<file path="config.mk">
export PLATFORM = sky130hd
export DESIGN_NAME = vec_mac_stream_flat
export DESIGN_NICKNAME = d
export VERILOG_FILES = /design/src/rtl/vec_mac_stream_if.sv /design/src/rtl/vec_mac_stream.sv /design/src/flat_wrapper.sv
export SDC_FILE = /design/constraint.sdc
export NUM_CORES = 2
export LEC_CHECK = 0
export BUFFER_PORTS_ARGS = -buffer_cell sky130_fd_sc_hd__buf_4
export CORE_UTILIZATION = 65
export CTS_CLUSTER_DIAMETER = 150
export DETAILED_ROUTE_END_ITERATION = 6
export PLACE_DENSITY_LB_ADDON = 0.2
export REMOVE_ABC_BUFFERS = 1
export SYNTH_ARGS = -nofsm -noshare
export SYNTH_HDL_FRONTEND = slang
export SYNTH_SLANG_ARGS = --single-unit
export TNS_END_PERCENT = 100
</file>
<file path="constraint.sdc">
create_clock -name clk -period 13.61 [get_ports clk]
set_clock_uncertainty 0.15 [all_clocks]
set_input_delay 1.361 -clock clk [delete_from_list [all_inputs] [get_ports clk]]
set_output_delay 1.361 -clock clk [all_outputs]
set_load 0.01 [all_outputs]
</file>
<file path="src/rtl/vec_mac_stream_if.sv">
// Stream bundle for vec_mac_stream: operand beats in, packet results out.
// The slave modport is the engine's view and the master modport is the
// operand-buffer / result-FIFO side that drives beats and accepts results.
interface vec_mac_stream_if #(
   parameter int C      = 8,
   parameter int W_X    = 8,
   parameter int W_K    = 8,
   parameter int W_BEAT = 8,
   parameter int W_Y    = 24
) ();

   // operand side
   logic                    s_valid;
   logic                    s_ready;
   logic                    s_last;
   logic [C-1:0][W_X-1:0]   x;
   logic [C-1:0][W_K-1:0]   k;

   // result side
   logic                    m_valid;
   logic                    m_ready;
   logic [W_Y-1:0]          m_y;
   logic                    m_sat;
   logic [W_BEAT-1:0]       m_beats;

   modport master (
      output s_valid, s_last, x, k, m_ready,
      input  s_ready, m_valid, m_y, m_sat, m_beats
   );

   modport slave (
      input  s_valid, s_last, x, k, m_ready,
      output s_ready, m_valid, m_y, m_sat, m_beats
   );

endinterface

</file>
<file path="src/rtl/vec_mac_stream.sv">
// Streaming signed dot-product engine.
// Each beat carries C lane pairs which are multiplied, reduced by a registered
// pairwise adder tree (one level per stage) and accumulated across beats until
// the beat flagged last. The packet sum is saturated to W_Y bits, flagged if
// clipped, and presented together with the packet's beat count.
// A single advance enable (output register empty or being drained) moves the
// whole pipeline, so a stalled result freezes every stage in place.
module vec_mac_stream #(
   parameter int C      = 8,
   parameter int W_X    = 8,
   parameter int W_K    = 8,
   parameter int W_BEAT = 8,
   parameter int W_Y    = 24
) (
   input  logic             clk,
   input  logic             rstn,
   vec_mac_stream_if.slave  bus
);

   localparam int DEPTH  = $clog2(C);
   localparam int C_PAD  = 1 << DEPTH;
   localparam int W_PROD = W_X + W_K;
   localparam int W_ACC  = W_X + W_K + DEPTH + W_BEAT;
   // all tree levels live in one flat array: level 0 (products) first,
   // then each halving level, ending with the single root node
   localparam int N_NODE = 2 * C_PAD - 1;

   // first node index of a tree level inside the flat node array
   function automatic int lvl_base(input int lvl);
      return 2 * C_PAD - 2 * (C_PAD >> lvl);
   endfunction

   logic                     adv_s;
   logic                     accept_s;
   logic signed [W_ACC-1:0]  prod_s [C_PAD];
   logic signed [W_ACC-1:0]  node_r [N_NODE];
   logic [DEPTH:0]           vld_r;
   logic [DEPTH:0]           last_r;

   logic signed [W_ACC-1:0]  tree_s;
   logic signed [W_ACC-1:0]  acc_r;
   logic signed [W_ACC-1:0]  acc_next_s;
   logic [W_BEAT-1:0]        cnt_r;
   logic [W_BEAT-1:0]        cnt_next_s;

   logic signed [W_Y-1:0]    y_sat_s;
   logic                     sat_s;

   logic                     m_valid_r;
   logic signed [W_Y-1:0]    m_y_r;
   logic                     m_sat_r;
   logic [W_BEAT-1:0]        m_beats_r;

   // the pipeline moves only when the output register is free or draining
   assign adv_s    = !m_valid_r || bus.m_ready;
   assign accept_s = bus.s_valid && adv_s;

   // per-lane signed products, sign-extended to accumulator width;
   // padding lanes up to the next power of two are tied to zero
   for (genvar i = 0; i < C_PAD; i++) begin : g_lane
      if (i < C) begin : g_real
         logic signed [W_PROD-1:0] p_s;
         assign p_s       = $signed(bus.x[i]) * $signed(bus.k[i]);
         assign prod_s[i] = {{(W_ACC - W_PROD){p_s[W_PROD-1]}}, p_s};
      end else begin : g_pad
         assign prod_s[i] = {W_ACC{1'b0}};
      end
   end

   // stage valid and last flags travel with their data and freeze on a stall
   always_ff @(posedge clk or negedge rstn) begin
      if (!rstn) begin
         vld_r  <= {(DEPTH + 1){1'b0}};
         last_r <= {(DEPTH + 1){1'b0}};
      end else if (adv_s) begin
         vld_r[0]  <= accept_s;
         last_r[0] <= bus.s_last;
         for (int l = 1; l <= DEPTH; l++) begin
            vld_r[l]  <= vld_r[l-1];
            last_r[l] <= last_r[l-1];
         end
      end
   end

   // product capture and adder-tree levels; plain data, qualified by vld_r
   always_ff @(posedge clk) begin
      if (adv_s) begin
         for (int j = 0; j < C_PAD; j++) begin
            node_r[j] <= prod_s[j];
         end
         for (int l = 1; l <= DEPTH; l++) begin
            for (int j = 0; j < (C_PAD >> l); j++) begin
               node_r[lvl_base(l) + j] <= node_r[lvl_base(l - 1) + 2 * j]
                                        + node_r[lvl_base(l - 1) + 2 * j + 1];
            end
         end
      end
   end

   assign tree_s     = node_r[N_NODE - 1];
   assign acc_next_s = acc_r + tree_s;
   assign cnt_next_s = cnt_r + W_BEAT'(1'b1);

   // clip the running packet sum into the W_Y output range
   if (W_Y >= W_ACC) begin : g_wide
      // output is wide enough: plain sign extension, never clipped
      always_comb begin
         y_sat_s = W_Y'(acc_next_s);
         sat_s   = 1'b0;
      end
   end else begin : g_narrow
      logic [W_ACC-W_Y:0] hi_s;
      // in range exactly when all bits from the output sign bit upward agree
      always_comb begin
         hi_s = acc_next_s[W_ACC-1:W_Y-1];
         if ((&hi_s) || !(|hi_s)) begin
            y_sat_s = acc_next_s[W_Y-1:0];
            sat_s   = 1'b0;
         end else if (acc_next_s[W_ACC-1]) begin
            y_sat_s = {1'b1, {(W_Y - 1){1'b0}}};
            sat_s   = 1'b1;
         end else begin
            y_sat_s = {1'b0, {(W_Y - 1){1'b1}}};
            sat_s   = 1'b1;
         end
      end
   end

   // accumulate tree sums across beats; on the last beat publish the result
   // and restart the accumulator for the next packet
   always_ff @(posedge clk or negedge rstn) begin
      if (!rstn) begin
         acc_r     <= {W_ACC{1'b0}};
         cnt_r     <= {W_BEAT{1'b0}};
         m_valid_r <= 1'b0;
         m_y_r     <= {W_Y{1'b0}};
         m_sat_r   <= 1'b0;
         m_beats_r <= {W_BEAT{1'b0}};
      end else if (adv_s) begin
         if (vld_r[DEPTH]) begin
            if (last_r[DEPTH]) begin
               m_valid_r <= 1'b1;
               m_y_r     <= y_sat_s;
               m_sat_r   <= sat_s;
               m_beats_r <= cnt_next_s;
               acc_r     <= {W_ACC{1'b0}};
               cnt_r     <= {W_BEAT{1'b0}};
            end else begin
               m_valid_r <= 1'b0;
               acc_r     <= acc_next_s;
               cnt_r     <= cnt_next_s;
            end
         end else begin
            m_valid_r <= 1'b0;
         end
      end
   end

   assign bus.s_ready = adv_s;
   assign bus.m_valid = m_valid_r;
   assign bus.m_y     = m_y_r;
   assign bus.m_sat   = m_sat_r;
   assign bus.m_beats = m_beats_r;

endmodule

</file>
<file path="src/flat_wrapper.sv">
// flat-port wrapper written by rule: the top's interface ports become plain ports
module vec_mac_stream_flat 
#(
   parameter int C      = 8,
   parameter int W_X    = 8,
   parameter int W_K    = 8,
   parameter int W_BEAT = 8,
   parameter int W_Y    = 24
)
  (clk, rstn, bus_s_valid, bus_s_last, bus_x, bus_k, bus_m_ready, bus_s_ready, bus_m_valid, bus_m_y, bus_m_sat, bus_m_beats);
  vec_mac_stream_if #(.C(C), .W_X(W_X), .W_K(W_K), .W_BEAT(W_BEAT), .W_Y(W_Y)) bus_i ();
  input  logic clk;
  input  logic rstn;
  input wire logic [$bits(bus_i.s_valid)-1:0] bus_s_valid;
  input wire logic [$bits(bus_i.s_last)-1:0] bus_s_last;
  input wire logic [$bits(bus_i.x)-1:0] bus_x;
  input wire logic [$bits(bus_i.k)-1:0] bus_k;
  input wire logic [$bits(bus_i.m_ready)-1:0] bus_m_ready;
  output wire logic [$bits(bus_i.s_ready)-1:0] bus_s_ready;
  output wire logic [$bits(bus_i.m_valid)-1:0] bus_m_valid;
  output wire logic [$bits(bus_i.m_y)-1:0] bus_m_y;
  output wire logic [$bits(bus_i.m_sat)-1:0] bus_m_sat;
  output wire logic [$bits(bus_i.m_beats)-1:0] bus_m_beats;
  assign bus_i.s_valid = bus_s_valid;
  assign bus_i.s_last = bus_s_last;
  assign bus_i.x = bus_x;
  assign bus_i.k = bus_k;
  assign bus_i.m_ready = bus_m_ready;
  assign bus_s_ready = bus_i.s_ready;
  assign bus_m_valid = bus_i.m_valid;
  assign bus_m_y = bus_i.m_y;
  assign bus_m_sat = bus_i.m_sat;
  assign bus_m_beats = bus_i.m_beats;
  vec_mac_stream #(.C(C), .W_X(W_X), .W_K(W_K), .W_BEAT(W_BEAT), .W_Y(W_Y)) u_core (.clk(clk), .rstn(rstn), .bus(bus_i));
endmodule
</file>
* Word-level counts from Yosys, hierarchy flattened
Memory sizes are Yosys's and may differ from the RTL's.
Index checks and enable logic that the tools add are counted.
** Storage, ports and cells
- Register bits :: 77
- Logic and storage cells :: 44
- Bits in writable memories :: 405
- Output and inout bits :: 35
- Memories kept :: 1
** Memories
- u_core.node_r :: words 15, bits a word 27, read ports 15, clocked after Yosys merged registers in 0, wr ports 15, line vec_mac_stream.sv:36 : logic signed [W_ACC-1:0] node_r [N_NODE];
** Cells by class
- Multiply operators :: 8
- Add/sub/neg operators :: 9
- Mux-type cells :: 9
- Reduce and logical (&&, ||, !) cells :: 9
** Operators with widths (count)
- 27-bit adder :: 8
- 8-bit by 8-bit multiplier with 16-bit output :: 8
- 24-bit two-way mux :: 2
- 27-bit two-way mux :: 1
- 8-bit by 1-bit adder with 8-bit output, second input constant :: 1
- 8-bit two-way mux :: 1
- 1-bit two-way mux :: 5
- 4-bit AND reduction :: 1
- 4-bit OR reduction :: 1
- 3-bit AND reduction :: 1
- 1-bit zero test :: 2
- 1-bit logical OR :: 2
- 2-bit AND reduction :: 1
- 1-bit logical AND :: 1

* Longest topological paths before layout
- Word-level depth :: 5
- Mapped depth :: 19
- Mapped depth without buffers :: 19

* Least setup slack after synthesis
No wires, ideal clock.
- Path kind :: in2reg
- From :: in bus_m_ready
- To :: reg u_core.last_r[0]
- Required time :: 13.346 ns
- Arrival time :: 11.635 ns
- Stages on the path :: 3
- Setup time :: 0.114 ns
- Path slack :: 1.711 ns
- Buffers on the path :: 1
- Path through :: nand2b_1 -> buf_1 -> mux2_2
** Between the ends
- Word-level cells in the longest chain between the ends :: 1
** Ends and longest elaborated chain
- start: declaration :: line flat_wrapper.sv:18 : input wire logic [$bits(bus_i.m_ready)-1:0] bus_m_ready;
- 1-bit logical OR :: line vec_mac_stream.sv:55 : assign adv_s = !m_valid_r || bus.m_ready;
- net bus_s_ready :: line flat_wrapper.sv:19 : output wire logic [$bits(bus_i.s_ready)-1:0] bus_s_ready;
- end signal: assignment :: line vec_mac_stream.sv:74 : last_r <= {(DEPTH + 1){1'b0}};
- end signal: assignment :: line vec_mac_stream.sv:77 : last_r[0] <= bus.s_last;
- end signal: indexed assignment :: line vec_mac_stream.sv:80 : last_r[l] <= last_r[l-1];
- end: declaration :: line vec_mac_stream.sv:38 : logic [DEPTH:0] last_r;
The timed path passes the listed nets, and every way through them passes these cells.
A chain may end at the register's enable or synchronous reset.

==> results by group <==
Run status
  • Status: completed

Synthesis
  • Post-synth ARST share: 0.195
  • Synth area leader: edfxtp_1
  • Seq/Total Area, Yosys: 0.285
  • Cells after Synth: just under 4000
  • Avg Cell Area, Syn: slightly above 10 um^2
  • Synthesized cell area: 40200 um^2
  • Top FF cell, synth: edfxtp_1
  • Number of synthesized flops with an enable pin: around 320
  • Synth top area share: 0.237
  • Seq cells post-synth: 394
  • Synth cell types: 80
  • Yosys Warn Count: 0
  • Synth area leaders: edfxtp_1 (24%), fa_1 (22%), ha_1 (12%), inv_1 (6.7%), and2_1 (5.3%)

Floorplanning
  • Die H: 251 um
  • Core Box Area: 60700 um^2
  • Die Wd: approximately 250 um
  • Die area: between 60000 and 70000 um^2
  • FP Rows: 90
  • IO Pins: 168
  • Starting Density: 0.663

Layout
  • Ant diodes: 0
  • Final non-filler cell total: 4912
  • Nets: roughly 5100
  • Synthesis-to-layout area growth: 8.80%
  • Share of layout cells above drive strength 1: 0.0736

STA
  • Period utilization: 0.406
  • Pins over their slew limit: 0
  • F_max: between 0.15 and 0.2 GHz
  • Setup violators final: 0
  • Relative slew slack: 0.194
  • RSZ-0062 raised after global routing: false
  • Worst hold slack: between 300 and 400 ps
  • Period minus WS final: between 5000 and 6000 ps
  • Worst setup margin: between 8000 and 9000 ps
  • Worst-margin pin slew: approximately 1200 ps
  • Final setup TNS: 0 ps
  • Fin. Hold Viols: 0

Run
  • MaxCap Viol Count: 0

Setup path
  • Worst Path Required: 13880 ps
  • Crit path DAT: a little under 6000 ps
  • Crit Path Category: in -> reg
  • Worst Path Max Fanout: 8
  • CP endpoint kind: register
  • Critical Path Start Type: input pin

Clock network
  • Max clock buf depth: 3
  • Clock Sinks: 394
  • Post-cts resize count: 0
  • Clock latency on the worst-skew pair: roughly 560 ps
  • TritonCTS Buffers: 43
  • Root buf cell: clkbuf_16
  • CTS tree: built
  • CTS HTree Levels: 2
  • Setup bufs post-CTS: 0
  • Clock transition at path regs: approximately 60 ps
  • Post-CTS Hold Buffers: 0

Detailed routing
  • WL final: approximately 76000 um
  • DR pass1 iterations: 5
  • Drt wl/cell: 15.5 um
  • Final ANT Viol Nets: 0
  • 1st-iter DRT viols: ~1500
  • Via Count: 27000
  • Vias per inst: approximately 5.5
  • Drt drc: 0

Pwr
  • Design Power: about 11 mW
  • Pwr dens: around 250 nW/um^2
  • Static leakage: 20.6 nW
  • Maximum VDD drop: around 140 uV

Global routing
  • Largest net degree at the start of global routing: 193
  • Vias in the first global route: ~27000
  • Total track usage: 0.254
  • Grt total ovfl: 0
  • Initial antenna violation count: 0
  • First-pass GRT wire length: 131000 um

Worst hold path
  • Worst Hold Class: reg -> reg

Place
  • IO Port Bufs: approximately 170
  • HPWL after detailed placement: 61500 um
  • DP Cell Count: 4834
  • Gpl congestion: around 0.9
  • Post-Place Worst Slack: ~7600 ps
[worst max-delay path, cell delays in order]
cell      delay (ps)
buf_4            140
and2_1           170
fa_1             510
inv_1             60
fa_1             500
inv_1             50
fa_1             520
inv_1             50
fa_1             470
inv_1             40
ha_1             310
o21ai_0          140
a21boi_1         140
o21ai_0          220
a21boi_1         120
o21ai_0          240
a21boi_0         170
or4b_1           480
nand3_1           90
[state kept, by name, indices dropped and copies added, names as in the netlist]
signal / flops
u_core.bus.m_valid: 1
u_core.bus.m_beats: 8
u_core.vld_r: 4
u_core.node_r: 317
u_core.cnt_r: 8
u_core.bus.m_y: 24
u_core.last_r: 4
u_core.bus.m_sat: 1
u_core.acc_r: 27
[power breakdown]
part	internal (mW)	total (mW)	leakage (nW)	switching [mW]
registers	2.46	2.78	4.27	0.325
clock network	0.690	1.16	0.704	0.473
logic	3.13	7.11	15.7	3.98
total	6.28	11.1	20.6	4.78
[cell usage after synthesis (all sizes together) (17+ instances only)]
cell    number
inv        722
fa         448
ha         401
and2       342
edfxtp     317
nand2      267
xnor2      203
nor2       168
o21ai      147
a21oi      134
dfrtp       77
nor2b       74
a21o        68
xor2        53
nand2b      40
nor3        39
nand3       34
a21boi      32
o21a        29
clkbuf      28
o311ai      23
o21bai      21
and3        19
o211ai      18
o31ai       18
a211oi      17
[final cells by class]
| type | instances | area, um^2 |
|---|---|---|
| sequential | 394 | 11400 |
| fill | 4531 | 16900 |
| clock inverter | 23 | 201 |
| clock buffer | 55 | 1220 |
| tap | 782 | 978 |
| inverter | 722 | 2710 |
| multi-input combinational | 2765 | 25900 |
| timing repair buffer | 171 | 1300 |
[cells in the final DEF, fill, tap and decap left out, types with 130 or more instances in the layout]
cell type	synthesis	layout
nand2_1	267	267
fa_1	448	448
o21ai_0	134	134
buf_4	1	170
inv_1	722	722
nor2_1	168	168
edfxtp_1	317	317
xnor2_1	202	202
ha_1	401	401
and2_1	341	341
a21oi_1	130	130
[layer usage]
metal | vias up | global-route usage | wire, um
li1 | 13200 | - | -
met1 | 13100 | 0.355 | 35200
met2 | 561 | 0.430 | 36300
met3 | 98 | 0.0232 | 3230
met4 | 0 | 0.0626 | 1610
met5 | - | 0 | 0
[through the flow]
step                      utilization  area (um^2)
after floorplan                     -        40100
after global placement          0.698        42300
after detailed placement        0.698        42300
after CTS                       0.721        43800
after global routing            0.721        43800
final                           0.721        43800
[kinds of logic (layout without fill, tap and decap cells)]
kind of cell	count (synthesis)	in the layout	synth area share
XOR/XNOR	256	256	0.0561
flip-flops	394	394	0.285
buffers and inverters	760	971	0.0715
adder cells (fa/ha/maj)	849	849	0.348
multiplexers	18	18	0.00495
AND/OR/NAND/NOR	1032	1032	0.132
AO/OA/AOI/OAI	610	610	0.103
[worst paths after layout]
check	slack, ps	startpoint	endpoint	depth (start not counted)
max reg2reg	9530	u_core.node_r[1][162]	u_core.bus.m_y[1]	11
max	8080	bus_x[22]	u_core.node_r[0][68]	19
min in group asynchronous	800	rstn	u_core.last_r[1]	1
min reg2reg	330	u_core.bus.m_beats[5]	u_core.bus.m_beats[5]	2
max in group asynchronous	11860	rstn	u_core.cnt_r[5]	1
min	330	u_core.bus.m_beats[5]	u_core.bus.m_beats[5]	2
(Power assumes the default switching activity.)
